[src/rtl/fetch_pkg.sv]
// Shared types and constants for the fetch stage: FSM states, NOP encoding, HLT opcode
// and the PC increment.
package fetch_pkg;

   typedef enum logic [1:0] {
      StFetch,
      StDiscard,
      StHaltPend,
      StHalted
   } fetch_state_e;

   localparam logic [15:0] NOP_INSTR = 16'h0000;
   localparam logic [3:0]  OPC_HLT   = 4'b1111;
   localparam logic [15:0] PC_INC    = 16'd2;

   function automatic logic is_hlt(input logic [15:0] instr);
      return instr[15:12] == OPC_HLT;
   endfunction

endpackage

[src/rtl/fetch_skid_buf.sv]
// One-entry {instr, pc_plus2} holding buffer for a fetch word that returns while IF/ID is
// stalled. Clear has priority over load.
module fetch_skid_buf
   import fetch_pkg::*;
(
   input  logic        clk,
   input  logic        rst,
   input  logic        load,
   input  logic        clear,
   input  logic [15:0] load_instr,
   input  logic [15:0] load_pc_plus2,
   output logic        full,
   output logic [15:0] instr,
   output logic [15:0] pc_plus2
);

   logic        full_q;
   logic [15:0] instr_q;
   logic [15:0] pc_plus2_q;

   always_ff @(posedge clk) begin
      if (rst || clear) begin
         full_q <= 1'b0;
      end else if (load) begin
         full_q <= 1'b1;
      end
   end

   always_ff @(posedge clk) begin
      if (rst) begin
         instr_q    <= NOP_INSTR;
         pc_plus2_q <= 16'h0000;
      end else if (load) begin
         instr_q    <= load_instr;
         pc_plus2_q <= load_pc_plus2;
      end
   end

   assign full     = full_q;
   assign instr    = instr_q;
   assign pc_plus2 = pc_plus2_q;

endmodule

[src/rtl/fetch_stage_ctrl.sv]
// Fetch-side control: PC, instruction-memory read handshake and IF/ID register.
// Optional FETCH_PERF_CNT_EN adds saturating stall-cycle and flush-event counters.
module fetch_stage_ctrl
   import fetch_pkg::*;
#(
   parameter logic [15:0] RESET_PC = 16'h0000
) (
   input  logic        clk,
   input  logic        rst,
   input  logic        stall,
   input  logic        hlt_in,
   input  logic        flush,
   input  logic [15:0] br_target,
   output logic        imem_rd_en,
   output logic [15:0] imem_addr,
   input  logic [15:0] imem_instr,
   input  logic        imem_valid,
   output logic [15:0] if_id_instr,
   output logic [15:0] if_id_pc_plus2,
   output logic        if_id_valid,
   output logic        halted
`ifdef FETCH_PERF_CNT_EN
   ,
   output logic [15:0] stall_cycles,
   output logic [15:0] flush_count
`endif
);

   fetch_state_e state_q, state_d;
   logic [15:0]  pc_q, pc_d;
   logic [15:0]  hold_addr_q, hold_addr_d;
   logic [15:0]  if_instr_q, if_instr_d;
   logic [15:0]  if_pc2_q, if_pc2_d;
   logic         if_valid_q, if_valid_d;
   logic         skid_load, skid_clear, skid_full;
   logic [15:0]  skid_instr, skid_pc2;
   logic [15:0]  pc_plus2;
   logic         resp;

   assign pc_plus2 = pc_q + PC_INC;
   // A response only counts against a request we actually issued.
   assign resp     = imem_valid & imem_rd_en;

   fetch_skid_buf u_skid (
      .clk          (clk),
      .rst          (rst),
      .load         (skid_load),
      .clear        (skid_clear),
      .load_instr   (imem_instr),
      .load_pc_plus2(pc_plus2),
      .full         (skid_full),
      .instr        (skid_instr),
      .pc_plus2     (skid_pc2)
   );

   always_ff @(posedge clk) begin
      if (rst) begin
         state_q <= StFetch;
      end else begin
         state_q <= state_d;
      end
   end

   always_comb begin
      state_d = state_q;
      if (hlt_in) begin
         state_d = StHalted;
      end else begin
         unique case (state_q)
            StFetch: begin
               if (flush) begin
                  state_d = (imem_rd_en && !imem_valid) ? StDiscard : StFetch;
               end else if (!stall) begin
                  if ((skid_full && is_hlt(skid_instr)) || (resp && is_hlt(imem_instr))) begin
                     state_d = StHaltPend;
                  end
               end
            end
            StDiscard: begin
               if (imem_valid) begin
                  state_d = StFetch;
               end
            end
            StHaltPend: begin
               if (flush) begin
                  state_d = StFetch;
               end
            end
            StHalted: state_d = StHalted;
         endcase
      end
   end

   always_comb begin
      imem_rd_en = 1'b0;
      imem_addr  = pc_q;
      halted     = 1'b0;
      unique case (state_q)
         StFetch:    imem_rd_en = !rst && !skid_full;
         StDiscard: begin
            imem_rd_en = !rst;
            imem_addr  = hold_addr_q;
         end
         StHaltPend: imem_rd_en = 1'b0;
         StHalted:   halted     = 1'b1;
      endcase
   end

   always_comb begin
      pc_d        = pc_q;
      hold_addr_d = hold_addr_q;
      if_instr_d  = if_instr_q;
      if_pc2_d    = if_pc2_q;
      if_valid_d  = if_valid_q;
      skid_load   = 1'b0;
      skid_clear  = 1'b0;
      if (hlt_in || state_q == StHalted) begin
         if_instr_d = NOP_INSTR;
         if_valid_d = 1'b0;
         skid_clear = 1'b1;
      end else if (flush) begin
         pc_d       = br_target;
         if_instr_d = NOP_INSTR;
         if_valid_d = 1'b0;
         skid_clear = 1'b1;
         // In DISCARD the outstanding address is already latched and must stay put.
         if (state_q != StDiscard) begin
            hold_addr_d = pc_q;
         end
      end else if (stall) begin
         skid_load = (state_q == StFetch) && resp;
      end else if (state_q == StFetch && skid_full) begin
         if_instr_d = skid_instr;
         if_pc2_d   = skid_pc2;
         if_valid_d = 1'b1;
         skid_clear = 1'b1;
         pc_d       = pc_plus2;
      end else if (state_q == StFetch && resp) begin
         if_instr_d = imem_instr;
         if_pc2_d   = pc_plus2;
         if_valid_d = 1'b1;
         pc_d       = pc_plus2;
      end else begin
         if_instr_d = NOP_INSTR;
         if_valid_d = 1'b0;
      end
   end

   always_ff @(posedge clk) begin
      if (rst) begin
         pc_q        <= RESET_PC;
         hold_addr_q <= RESET_PC;
         if_instr_q  <= NOP_INSTR;
         if_pc2_q    <= 16'h0000;
         if_valid_q  <= 1'b0;
      end else begin
         pc_q        <= pc_d;
         hold_addr_q <= hold_addr_d;
         if_instr_q  <= if_instr_d;
         if_pc2_q    <= if_pc2_d;
         if_valid_q  <= if_valid_d;
      end
   end

   assign if_id_instr    = if_instr_q;
   assign if_id_pc_plus2 = if_pc2_q;
   assign if_id_valid    = if_valid_q;

`ifdef FETCH_PERF_CNT_EN
   logic [15:0] stall_cycles_q;
   logic [15:0] flush_count_q;

   always_ff @(posedge clk) begin
      if (rst) begin
         stall_cycles_q <= 16'h0000;
         flush_count_q  <= 16'h0000;
      end else begin
         if (stall && !halted && stall_cycles_q != 16'hFFFF) begin
            stall_cycles_q <= stall_cycles_q + 16'd1;
         end
         if (flush && !halted && flush_count_q != 16'hFFFF) begin
            flush_count_q <= flush_count_q + 16'd1;
         end
      end
   end

   assign stall_cycles = stall_cycles_q;
   assign flush_count  = flush_count_q;
`endif

endmodule

[config.mk]
export PLATFORM = sky130hd
export DESIGN_NAME = fetch_stage_ctrl
export DESIGN_NICKNAME = d
export VERILOG_FILES = /design/src/rtl/fetch_pkg.sv /design/src/rtl/fetch_skid_buf.sv /design/src/rtl/fetch_stage_ctrl.sv
export SDC_FILE = /design/constraint.sdc
export NUM_CORES = 1
export LEC_CHECK = 0
export BUFFER_PORTS_ARGS = -buffer_cell sky130_fd_sc_hd__clkbuf_2
export CELL_PAD_IN_SITES_DETAIL_PLACEMENT = 0
export CELL_PAD_IN_SITES_GLOBAL_PLACEMENT = 2
export CORE_MARGIN = 4
export CORE_UTILIZATION = 32
export DETAILED_ROUTE_END_ITERATION = 6
export MAX_ROUTING_LAYER = met4
export PLACE_DENSITY = 0.81
export SYNTH_ARGS = -nofsm -noshare
export SYNTH_HDL_FRONTEND = slang
export SYNTH_SLANG_ARGS = --single-unit
[constraint.sdc]
create_clock -name clk -period 2 [get_ports clk]
set_input_delay 0.4 -clock clk [delete_from_list [all_inputs] [get_ports clk]]
set_output_delay 0.4 -clock clk [all_outputs]
set_load 0.01 [all_outputs]
# Word-level counts from Yosys, hierarchy flattened
# Index checks and enable logic that the tools add are counted.
[classes]
mux = 27
multipliers = 0
bitwise = 4
div = 0
eq_ne = 11
n_reduce_logical = 20
n_addsub = 1
shifts = 0
order_cmp = 0
[op_table]
columns = ["cell", "n"]
rows = [
  ["16-bit two-way mux", 8],
  ["16-bit by 2-bit adder with 16-bit output (second input constant)", 1],
  ["2-bit two-way mux", 6],
  ["1-bit two-way mux", 11],
  ["4-bit == test (second input constant)", 2],
  ["4-bit inequality test (second input constant)", 2],
  ["2-bit case mux with 4 select lines", 1],
  ["4-bit AND reduction", 2],
  ["1-bit logical AND", 6],
  ["3-bit inequality test (second input constant)", 2],
  ["3-bit AND reduction", 2],
  ["2-bit == test (second input constant)", 2],
  ["2-bit by 1-bit inequality test with 1-bit output (second input constant)", 2],
  ["1-bit zero test", 3],
  ["1-bit logical OR", 3],
  ["1-bit NOT", 3],
  ["3-bit nonzero test", 1],
  ["3-bit OR reduction", 1],
  ["2-bit by 1-bit == test with 1-bit output (second input constant)", 1],
  ["2-bit zero test", 1],
  ["1-bit case mux with 2 select lines", 1],
  ["2-bit nonzero test", 1],
  ["1-bit AND", 1],
]
[totals]
n_memories = 0
mem_bits_rw = 0
rom_bits = 0
reg_bits = 100
latchBits = 0
out_inout_bits = 51

# Depth between registers and ports, before layout
# Gate-level depths: netlist of the first run.
[depth]
word_depth = 11
mapped_depth = 8
mapped_depth_nobuf = 6

# Hierarchy
# From an unflattened synthesis of the first run, not the netlist that was laid out.
[unflattened]
hier_cells = 585
area_unflattened_um2 = 4689.5
[modules_own_cells]
columns = ["module", "cells_per_inst", "instances", "area_per_inst_um2"]
rows = [
  ["fetch_stage_ctrl", 478, 1, 3490.8],
  ["fetch_skid_buf", 107, 1, 1198.6],
]

# Least setup slack after synthesis of the first run
# OpenSTA, ideal clock, no wires.
[synth_timing]
path_kind = "register -> output"
from = "register state_q[0]"
to = "output port imem_addr[10]"
path_slack_ps = 62
path_buffers = 3
arrival_ps = 1538
path_stages_with_launch = 7
required_ps = 1600
cell_sequence = "dfxtp_1 -> buf_6 -> inv_1 -> nor2_1 -> buf_2 -> buf_2 -> mux2_2"
[synth_via]
elab_chain_len = 2
[synth_lines]
columns = ["item", "line_no", "rtl"]
rows = [
  ["start, declared", "fetch_stage_ctrl.sv:29", "fetch_state_e state_q, state_d;"],
  ["start signal, assigned", "fetch_stage_ctrl.sv:58", "state_q <= StFetch;"],
  ["start signal, assigned", "fetch_stage_ctrl.sv:60", "state_q <= state_d;"],
  ["2-bit by 1-bit == test with 1-bit output", "fetch_stage_ctrl.sv:98", "unique case (state_q)"],
  ["16-bit two-way mux", "fetch_stage_ctrl.sv:98", ""],
  ["end, declared", "fetch_stage_ctrl.sv:15", "output logic [15:0] imem_addr,"],
]
# No other way between the ends.

# Final worst setup path of the first run
[layout_timing]
from = "register state_q[0]"
to = "output port imem_addr[6]"
# The elaborated chain is that of the path after synthesis.

==> results by group, run 1 <==
Status
  – Status: completed

Floorplan
  – I/O pins: approximately 90
  – Full die area: 16,800 µm²
  – Core area: roughly 14,000 µm²
  – Rows: 44
  – Initial cell density of the core: 0.326
  – Die Wd: 129 µm
  – Die Y: between 100 and 150 µm

STA
  – Slew HR: 0.622
  – Setup TNS: 0 ns
  – Final Cycle Share: 0.958
  – RSZ-0062 raised after global routing: no
  – Final Skew: approximately 0.0047 ns
  – Tmin final: 1.92 ns
  – Achievable Freq: 522 MHz
  – Final setup vio count: 0
  – Worst slew pin tran: 0.567 ns
  – Hold Fails Final Rpt: 0
  – Final Max Tran Viols: 0
  – Hold_ws: about 0.28 ns

Synthesis
  – #FFs+latches synth: 100
  – Post-synthesis async set-or-reset flop share: 0
  – Top cells by area, synth: dfxtp_1 42%, nand2_1 8.4%, a21oi_1 5.9%
  – Post-Syn Nets: roughly 610
  – Synthesized area: 4720 µm²
  – Yosys top cell area share: 0.424
  – Cell with the most instances after synthesis: nand2_1
  – Syn Inst Count: about 570
  – Avg Inst Size Synth: approximately 8.3 µm²
  – Sequential fraction of the synthesis area: 0.424
  – Synth cell types: 58
  – Leading cell types by count after synthesis: 105 x nand2_1, 100 x dfxtp_1, 69 x nor2_1, 56 x a21oi_1, 21 x clkbuf_1
  – Post-synth EDFFs: 0
  – Syn. warnings: 0
  – Ys flop type: dfxtp_1
  – Cell taking the most area after synthesis: dfxtp_1

Global route
  – GRT Total Usage: 0.168
  – Initial antenna violation count: 0
  – Vias in the first global route: between 4,000 and 5,000
  – Gr ovfl total: 0
  – Pin count of the biggest net entering global routing: slightly above 50
  – First-pass GRT wire length: between 20,000 and 25,000 µm

Detailed routing
  – Iteration-0 DRC Markers: slightly below 200
  – DRC: 0
  – Post-DRT Antenna Nets: 0
  – DR pass1 iterations: 4
  – WL per Instance: between 15 and 20 µm
  – DR vias/cell: 5.09
  – Total wire length: ~13,000 µm
  – Via count: about 4,300

Critical path
  – WP data arrival: roughly 1.5 ns
  – Endpoint class of the critical path: primary output
  – WS Path Type: flip-flop to primary output
  – Worst Path Required: roughly 1.6 ns
  – Startpoint types: flip-flop
  – Crit Path Max Fanout: 10

Clock network
  – Clock edge transition at the registers on the reported setup and hold paths: 0.07 ns
  – Worst-Skew Late Latency: about 0.34 ns
  – Clk buf depth: 2
  – Clock buffer count from CTS: 9
  – H-Tree Depth: 3
  – Root Driver: clkbuf_16
  – Number of clock sinks: 100
  – CTS tree: built
  – Hold_buf cts: 0

Pwr
  – LEAKAGE: approximately 2.2 nW
  – P per Cell Area: roughly 750 nW/µm²
  – Power Total: around 4.3 mW
  – Worst vdd ir: between 400 and 500 µV

Finish
  – Layout net count: about 690
  – FILL cells: 1,471
  – Layout cell share with drive strength beyond 1: 0.275
  – Sequential cell area: approximately 2000 µm²
  – Area growth, synth to finish: 21.2%
  – Diode count: 0
  – Footprint of the multi-input gates: between 2000 and 2500 µm²

Place
  – GP Congestion: 0.822
  – I/O Buffers: 88
  – Post-DP HPWL: 9260 µm

Flow run
  – Max Cap Viol: 0

Min path
  – Worst hold path class: primary input to flip-flop
[registers in the layout, summed over array words and instances, names as in the netlist]
register / flops
if_id_pc_plus2: 16
if_id_instr: 16
state_q: 2
u_skid.pc_plus2: 16
hold_addr_q: 16
if_id_valid: 1
pc_q: 16
u_skid.instr: 16
u_skid.full: 1
[logic make-up (layout without fill, tap and decap cells)]
group                    count (synthesis)  count (layout)  synth area share
buffers and inverters                   59             147            0.0642
XOR/XNOR                                13              13            0.0241
adder cells (fa/ha/maj)                  1               1           0.00265
AND/OR/NAND/NOR                        236             236             0.243
AO/OA/AOI/OAI                          141             141             0.204
flip-flops                             100             100             0.424
multiplexers                            16              16            0.0379
[what timing repair did]
| item | 4_1_cts | 5_1_grt |
|---|---|---|
| resized for setup | 7 | 7 |
| setup buffers | 7 | 1 |
| endpoints found under the hold margin | 0 | 0 |
| endpoints found under the setup margin | 16 | 30 |
| pin swaps | 1 | 1 |
| gates cloned | 1 | 0 |
[metrics by stage]
stage / util / setup slack [ns] / instance area [µm²] / std cells
CTS: 0.397 / 0.00104 / 5750 / 839
floorplan: - / 0.0624 / 4720 / 566
finish: 0.395 / 0.0832 / 5720 / 838
detailed placement: 0.371 / 0.122 / 5370 / 815
global placement: 0.371 / 0.176 / 5370 / 815
global route: 0.395 / 0.0137 / 5720 / 838
[cell usage in the layout, fill, tap and decap left out, types with 13 or more instances in the layout]
cell type,count
a211oi_1,13
a21oi_1,56
a221oi_1,15
buf_4,33
clkbuf_2,86
dfxtp_1,99
mux2_2,15
nand2_1,105
nor2_1,68
nor3b_1,15
[metal layers]
| layer | share of wire | global-route usage |
|---|---|---|
| met1 | 0.47 | 0.227 |
| met2 | 0.48 | 0.260 |
| met3 | 0.040 | 0.0330 |
| met4 | 0.0091 | 0.0397 |
| met5 | 0 | - |
[final timing paths]
| check | startpoint | to | slack [ns] | cells after the start |
|---|---|---|---|---|
| max | state_q[0] | imem_addr[6] | 0.08 | 5 |
| min reg2reg | if_id_pc_plus2[15] | if_id_pc_plus2[15] | 0.45 | 2 |
| min | imem_instr[6] | u_skid.instr[6] | 0.28 | 3 |
| max reg2reg | state_q[0] | u_skid.pc_plus2[12] | 0.15 | 7 |
[worst max-delay path: stages, from the launching register on]
cell	delay (ns)
dfxtp_4	0.35
inv_2	0.05
nor2_4	0.11
buf_6	0.18
mux2_2	0.35
clkbuf_2	0.13
[layout make-up]
cell class / count / share of cell area
timing repair buffer: 125 / 0.131
inverter: 6 / 0.00394
clock buffer: 10 / 0.0400
clock inverter: 6 / 0.00875
sequential: 100 / 0.351
tap: 184 / 0.0402
multi-input combinational: 407 / 0.425
[power by group]
part,total (mW),switching (mW),internal [mW]
clock network,1.66,0.799,0.858
logic,0.548,0.318,0.229
registers,2.09,0.0514,2.04
total,4.29,1.17,3.12
(Power assumes the default switching activity.)
==> inputs of run 2 (changes only) <==
- CORE_ASPECT_RATIO: unset -> 1.4
- HOLD_SLACK_MARGIN: unset -> 0.1
- RECOVER_POWER: unset -> 100
==> results by group, run 2 (synthesis results as in run 1) <==
Status
  – Status: completed

Detailed routing
  – Iteration-0 DRC Markers: 192 (-3.0%)
  – WL met1: 6160 µm (-3.3%)
  – Post-DRT Antenna Nets: 0 (unchanged)
  – DR vias/cell: 5.11 (+0.42%)
  – Metal3 WL: 529 µm (-2.9%)
  – Met2 wire len: 7130 µm (+11%)
  – WL per Instance: 16.9 µm (+5.4%)
  – Max Used Layer: met4
  – DRC: 0 (unchanged)
  – DR pass1 iterations: 4 (unchanged)
  – Via count: 4,280 (+0.30%)
  – Total wire length: 14,200 µm (+5.2%)

Floorplan
  – Initial cell density of the core: 0.327 (+0.000790)
  – Core area: 14,400 µm² (-0.24%)
  – Die Y: 152 µm (+17%)
  – Full die area: 16,800 µm² (+0.17%)
  – I/O pins: 89 (unchanged)
  – Rows: 52 (+18%)
  – Die Wd: 111 µm (-15%)

Place
  – GP Congestion: 0.857 (+4.2%)
  – Dpl cells: 821 (+0.74%)
  – Post-DP HPWL: 9880 µm (+6.6%)
  – I/O Buffers: 88 (unchanged)

Critical path
  – Crit Path Max Fanout: 10 (unchanged)
  – WP data arrival: 1.59 ns (+0.07 ns)
  – WS Path Type: flip-flop to primary output
  – Flop2flop setup slack: 0.09 ns (-0.06 ns)
  – Worst Path Required: 1.60 ns (about the same)
  – Startpoint types: flip-flop
  – Endpoint class of the critical path: primary output

Finish
  – Finished Layout Cells: 837 (-0.12%)
  – Commonest non-fill, non-tap cell in the layout: nand2_1
  – Final core utilization: 0.388 (-0.00684)
  – Layout cell share with drive strength beyond 1: 0.207 (-0.0684)
  – Most frequent cells in the layout: 105 x nand2_1, 99 x dfxtp_1, 68 x nor2_1
  – Area growth, synth to finish: 18.9%
  – FILL cells: 1,570 (+6.7%)
  – Layout net count: 684 (-0.58%)
  – Diode count: 0 (unchanged)

Flow run
  – Max Cap Viol: 0 (unchanged)

Clock network
  – Clock buffer count from CTS: 9 (unchanged)
  – CTS tree: built
  – Clk buf depth: 2 (unchanged)
  – Number of clock sinks: 100 (unchanged)
  – H-Tree Depth: 3 (unchanged)
  – Root Driver: clkbuf_16
  – Clock edge transition at the registers on the reported setup and hold paths: 0.07 ns (about the same)
  – Worst-Skew Late Latency: 0.34 ns (about the same)

STA
  – Achievable Freq: 501 MHz (-3.9%)
  – Worst slew pin tran: 0.516 ns (-0.0512 ns)
  – Tmin final: 1.99 ns (+0.0775 ns)
  – Hold Fails Final Rpt: 0 (unchanged)
  – Final Cycle Share: 0.997 (+0.0387)
  – Slew HR: 0.654 (+0.0317)
  – Final Max Tran Viols: 0 (unchanged)
  – Final Skew: 0.00756 ns (+0.00290 ns)
  – RSZ-0062 raised after global routing: yes
  – Final setup vio count: 0 (unchanged)

Pwr
  – P per Cell Area: 782 nW/µm² (+4.3%)
  – Worst vdd ir: 348 µV (-22%)
  – LEAKAGE: 1.99 nW (-7.7%)

Min path
  – Worst hold path class: primary input to flip-flop

Global route
  – Vias in the first global route: 4,244 (+3.0%)
  – Gr ovfl total: 0 (unchanged)
  – GRT Total Usage: 0.173 (+0.00532)
  – Pin count of the biggest net entering global routing: 43 (-16%)
  – First-pass GRT wire length: 22,600 µm (+3.9%)
  – Initial antenna violation count: 0 (unchanged)
-- run 2: cell count changes in the layout (fill, tap and decap cells not counted), moves of 3 or more --
cell       change
a2111oi_0      +5
a2111oi_2      -3
buf_4         -10
clkbuf_1      +35
clkbuf_2      -29
-- run 2: cell type report --
type | count | area, µm² | area share
Timing Repair Buffer | 121 | 681 | 0.121
Clock inverter | 4 | 51.3 | 0.00915
Sequential cell | 100 | 2000 | 0.357
Tap cell | 189 | 236 | 0.0422
Inverter | 6 | 22.5 | 0.00402
Clock buffer | 10 | 239 | 0.0426
Multi-Input combinational cell | 407 | 2370 | 0.423
-- run 2: through the flow --
stage	worst slack [ns]	TNS, ns	instance area (µm²)	total power [mW]	hold WS [ns]
6_report	0.00573	0	5610	4.39	0.291
5_1_grt	-0.0441	-0.739	5610	4.56	0.298
4_1_cts	-0.0328	-0.245	5730	4.46	0.279
3_5_place_dp	0.198	0	5390	2.65	0.442
3_3_place_gp	0.281	0	5390	2.65	0.438
2_1_floorplan	0.0624	0	4720	2.45	0.432
-- run 2: per-layer routing --
layer  track usage  up-vias
met2         0.303      109
met5             -        -
li1              -     2126
met1         0.201     2026
met4        0.0659        0
met3        0.0262       19
-- run 2: worst paths after layout --
kind,endpoint,startpoint,cells after the start
setup reg to reg,hold_addr_q[11],state_q[1],8
hold reg to reg,u_skid.instr[14],u_skid.instr[14],2
setup / recovery,imem_addr[14],state_q[0],5
hold / removal,u_skid.instr[7],imem_instr[7],3
-- run 2: where the power goes --
group	total, mW	leakage (nW)	internal, mW	switching (mW)
Combinational	0.533	1.04	0.220	0.313
Sequential	2.09	0.809	2.04	0.0503
Clock	1.77	0.140	0.991	0.776
Total	4.39	1.99	3.25	1.14
-- run 2: critical path, cell delays in order, from the launching register on --
cell and delay [ns]:
dfxtp_2 0.33, inv_2 0.06, nor2_4 0.11, bufbuf_16 0.30, mux2_2 0.34, clkbuf_2 0.13
-- run 2: what timing repair did --
item	in CTS	in global routing
cloned	1	0
hold buffers	0	0
buffers inserted	1	0
resized for setup	5	0
pin swaps	1	1
endpoints found under the setup margin	15	15
==> inputs of run 3 (changes only) <==
- RECOVER_POWER: 100 -> unset
- SLEW_MARGIN: unset -> 20
==> results by group, run 3 (synthesis results as in run 1) <==
Status
  – Status: completed

Finish
  – Commonest non-fill, non-tap cell in the layout: nand2_1
  – Final core utilization: 0.397 (+0.00832)
  – Diode count: 0 (unchanged)
  – Finished Layout Cells: 837 (unchanged)
  – Layout cell share with drive strength beyond 1: 0.270 (+0.0633)
  – Layout net count: 684 (unchanged)
  – Most frequent cells in the layout: 105 x nand2_1, 99 x dfxtp_1, 88 x clkbuf_2
  – FILL cells: 1,536 (-2.2%)
  – Area growth, synth to finish: 21.4%
  – Sequential cell area: 2000 µm² (unchanged)
  – Footprint of the multi-input gates: 2420 µm² (+2.1%)
  – Final Cell Area: 5730 µm² (+2.1%)

Floorplan
  – Die Wd: 111 µm (unchanged)
  – Full die area: 16,800 µm² (unchanged)
  – Initial cell density of the core: 0.327 (unchanged)
  – Core area: 14,400 µm² (unchanged)
  – Rows: 52 (unchanged)
  – I/O pins: 89 (unchanged)
  – Die Y: 152 µm (unchanged)

Pwr
  – Combinational fraction of design power: 0.125 (+0.004)
  – Sw Share: 0.260 (+0.000266)
  – Worst vdd ir: 348 µV (-0.14%)
  – Power Total: 4.40 mW (+0.37%)
  – Clock share of power: 0.401 (-0.002)
  – Psw: 1.14 mW (+0.47%)
  – P_int: 3.26 mW (+0.33%)
  – P per Cell Area: 769 nW/µm² (-1.7%)
  – LEAKAGE: 2.15 nW (+8.0%)
  – Seq pwr share: 0.474 (-0.002)

Place
  – Placed Area: 5390 µm² (unchanged)
  – I/O Buffers: 88 (unchanged)
  – Post-DP HPWL: 9880 µm (unchanged)
  – Dpl cells: 821 (unchanged)
  – Worst slack at placement: 0.198 ns (unchanged)
  – GP Congestion: 0.857 (unchanged)

Detailed routing
  – Total wire length: 14,100 µm (-0.50%)
  – DR vias/cell: 5.06 (-1.1%)
  – WL per Instance: 16.9 µm (-0.50%)
  – Via count: 4,235 (-1.1%)
  – DRC: 0 (unchanged)
  – Post-DRT Antenna Nets: 0 (unchanged)
  – Iteration-0 DRC Markers: 208 (+8.3%)
  – DR pass1 iterations: 4 (unchanged)

STA
  – Hold Fails Final Rpt: 0 (unchanged)
  – Tmin final: 1.98 ns (-0.0105 ns)
  – Final setup vio count: 0 (unchanged)
  – Achievable Freq: 504 MHz (+0.53%)
  – Worst slew pin tran: 0.527 ns (+0.0117 ns)
  – Final WS setup: 0.0163 ns (+0.0105 ns)
  – Hold_ws: 0.294 ns (+0.00326 ns)
  – Final Skew: 0.00954 ns (+0.00198 ns)
  – RSZ-0062 raised after global routing: yes
  – Final Cycle Share: 0.992 (-0.00527)
  – Slew HR: 0.646 (-0.00783)
  – Setup TNS: 0 ns (unchanged)
  – Final Max Tran Viols: 0 (unchanged)

Global route
  – Pin count of the biggest net entering global routing: 43 (unchanged)
  – Gr ovfl total: 0 (unchanged)
  – Initial antenna violation count: 0 (unchanged)
  – First-pass GRT wire length: 22,600 µm (unchanged)
  – GRT Total Usage: 0.173 (unchanged)
  – Vias in the first global route: 4,244 (unchanged)

Critical path
  – WS Path Type: flip-flop to primary output
  – Critical path's top delay family: buffers and inverters
  – Endpoint class of the critical path: primary output
  – Crit Path Max Fanout: 10 (unchanged)
  – Critical-path cell list: inv_2 -> nor2_4 -> bufbuf_16 -> mux2_2 -> clkbuf_2
  – WP buf/inv: 3 (unchanged)
  – Highest cell delay on the worst timing path: 0.34 ns (about the same)
  – Worst Path Required: 1.60 ns (about the same)
  – CP max stage cell: mux2_2
  – Startpoint types: flip-flop
  – FF-to-FF path depth: 4 (-4)
  – Stages on the worst setup path: 5 (unchanged)
  – WP data arrival: 1.58 ns (about the same)

Clock network
  – Clock buffer count from CTS: 9 (unchanged)
  – Root Driver: clkbuf_16
  – Clock edge transition at the registers on the reported setup and hold paths: 0.07 ns (about the same)
  – Number of clock sinks: 100 (unchanged)
  – CTS tree: built
  – Hold_buf cts: 0 (unchanged)
  – Worst-Skew Late Latency: 0.34 ns (about the same)
  – Clk buf depth: 2 (unchanged)
  – H-Tree Depth: 3 (unchanged)

Min path
  – Min-Delay Path Depth: 3 (unchanged)
  – Worst hold path class: primary input to flip-flop

Flow run
  – Max Cap Viol: 0 (unchanged)
==> run 3: cell count changes in the layout (fill, tap and decap cells not counted), moves of 2 or more <==
cell	change
buf_4	+6
clkbuf_1	-36
nor4_2	-2
clkbuf_2	+31
a2111oi_2	+3
a2111oi_0	-3
nor4_4	+2
clkbuf_4	-2
==> run 3: timing repair <==
action                     4_1_cts  5_1_grt
buffers inserted                 1        0
gates cloned                     1        0
resized for setup                5        0
pin swaps                        1        1
setup endpoints to repair       15       15
==> run 3: worst reg2reg max path: cells and delay by family (launching register included) <==
kind / cells / cell delay (ns)
DFF: 1 / 0.55
xor gates and xnor gates: 1 / 0.22
and+or+nand+nor: 2 / 0.41
AOI/OAI and AO/OA: 1 / 0.46
==> run 3: power groups by stage <==
stage | Sequential [mW] | Clock, mW | Combinational (mW)
6_report | 2.09 | 1.77 | 0.550
5_1_grt | 2.09 | 1.89 | 0.601
4_1_cts | 2.09 | 1.81 | 0.557
3_5_place_dp | 2.13 | 0 | 0.524
3_3_place_gp | 2.13 | 0 | 0.523
2_1_floorplan | 2.11 | 0 | 0.345
==> run 3: metal layers <==
metal  track usage  wire [µm]  vias to the layer above  share of wire
met5             -          0                        -              0
met4        0.0659        198                        0          0.014
met3        0.0262        500                        8          0.035
met2         0.303       7310                       93           0.52
met1         0.201       6100                     2009           0.43
li1              -          -                     2125              -
==> run 3: final cells by class <==
| type | count | area share |
|---|---|---|
| inverters | 6 | 0.00393 |
| well taps | 189 | 0.0413 |
| flip-flops and latches | 100 | 0.350 |
| repair buffers | 121 | 0.131 |
| multi-input cells | 407 | 0.423 |
| clock buffers | 10 | 0.0417 |
| clock inverters | 4 | 0.00896 |
==> run 3: final timing paths <==
path                                       from         endpoint  slack (ns)
worst min-delay path              imem_instr[0]  u_skid.instr[0]        0.29
worst max-delay path                 state_q[0]    imem_addr[14]        0.02
worst max register to register          pc_q[4]          pc_q[9]        0.23
worst min register to register  u_skid.instr[8]  u_skid.instr[8]        0.45
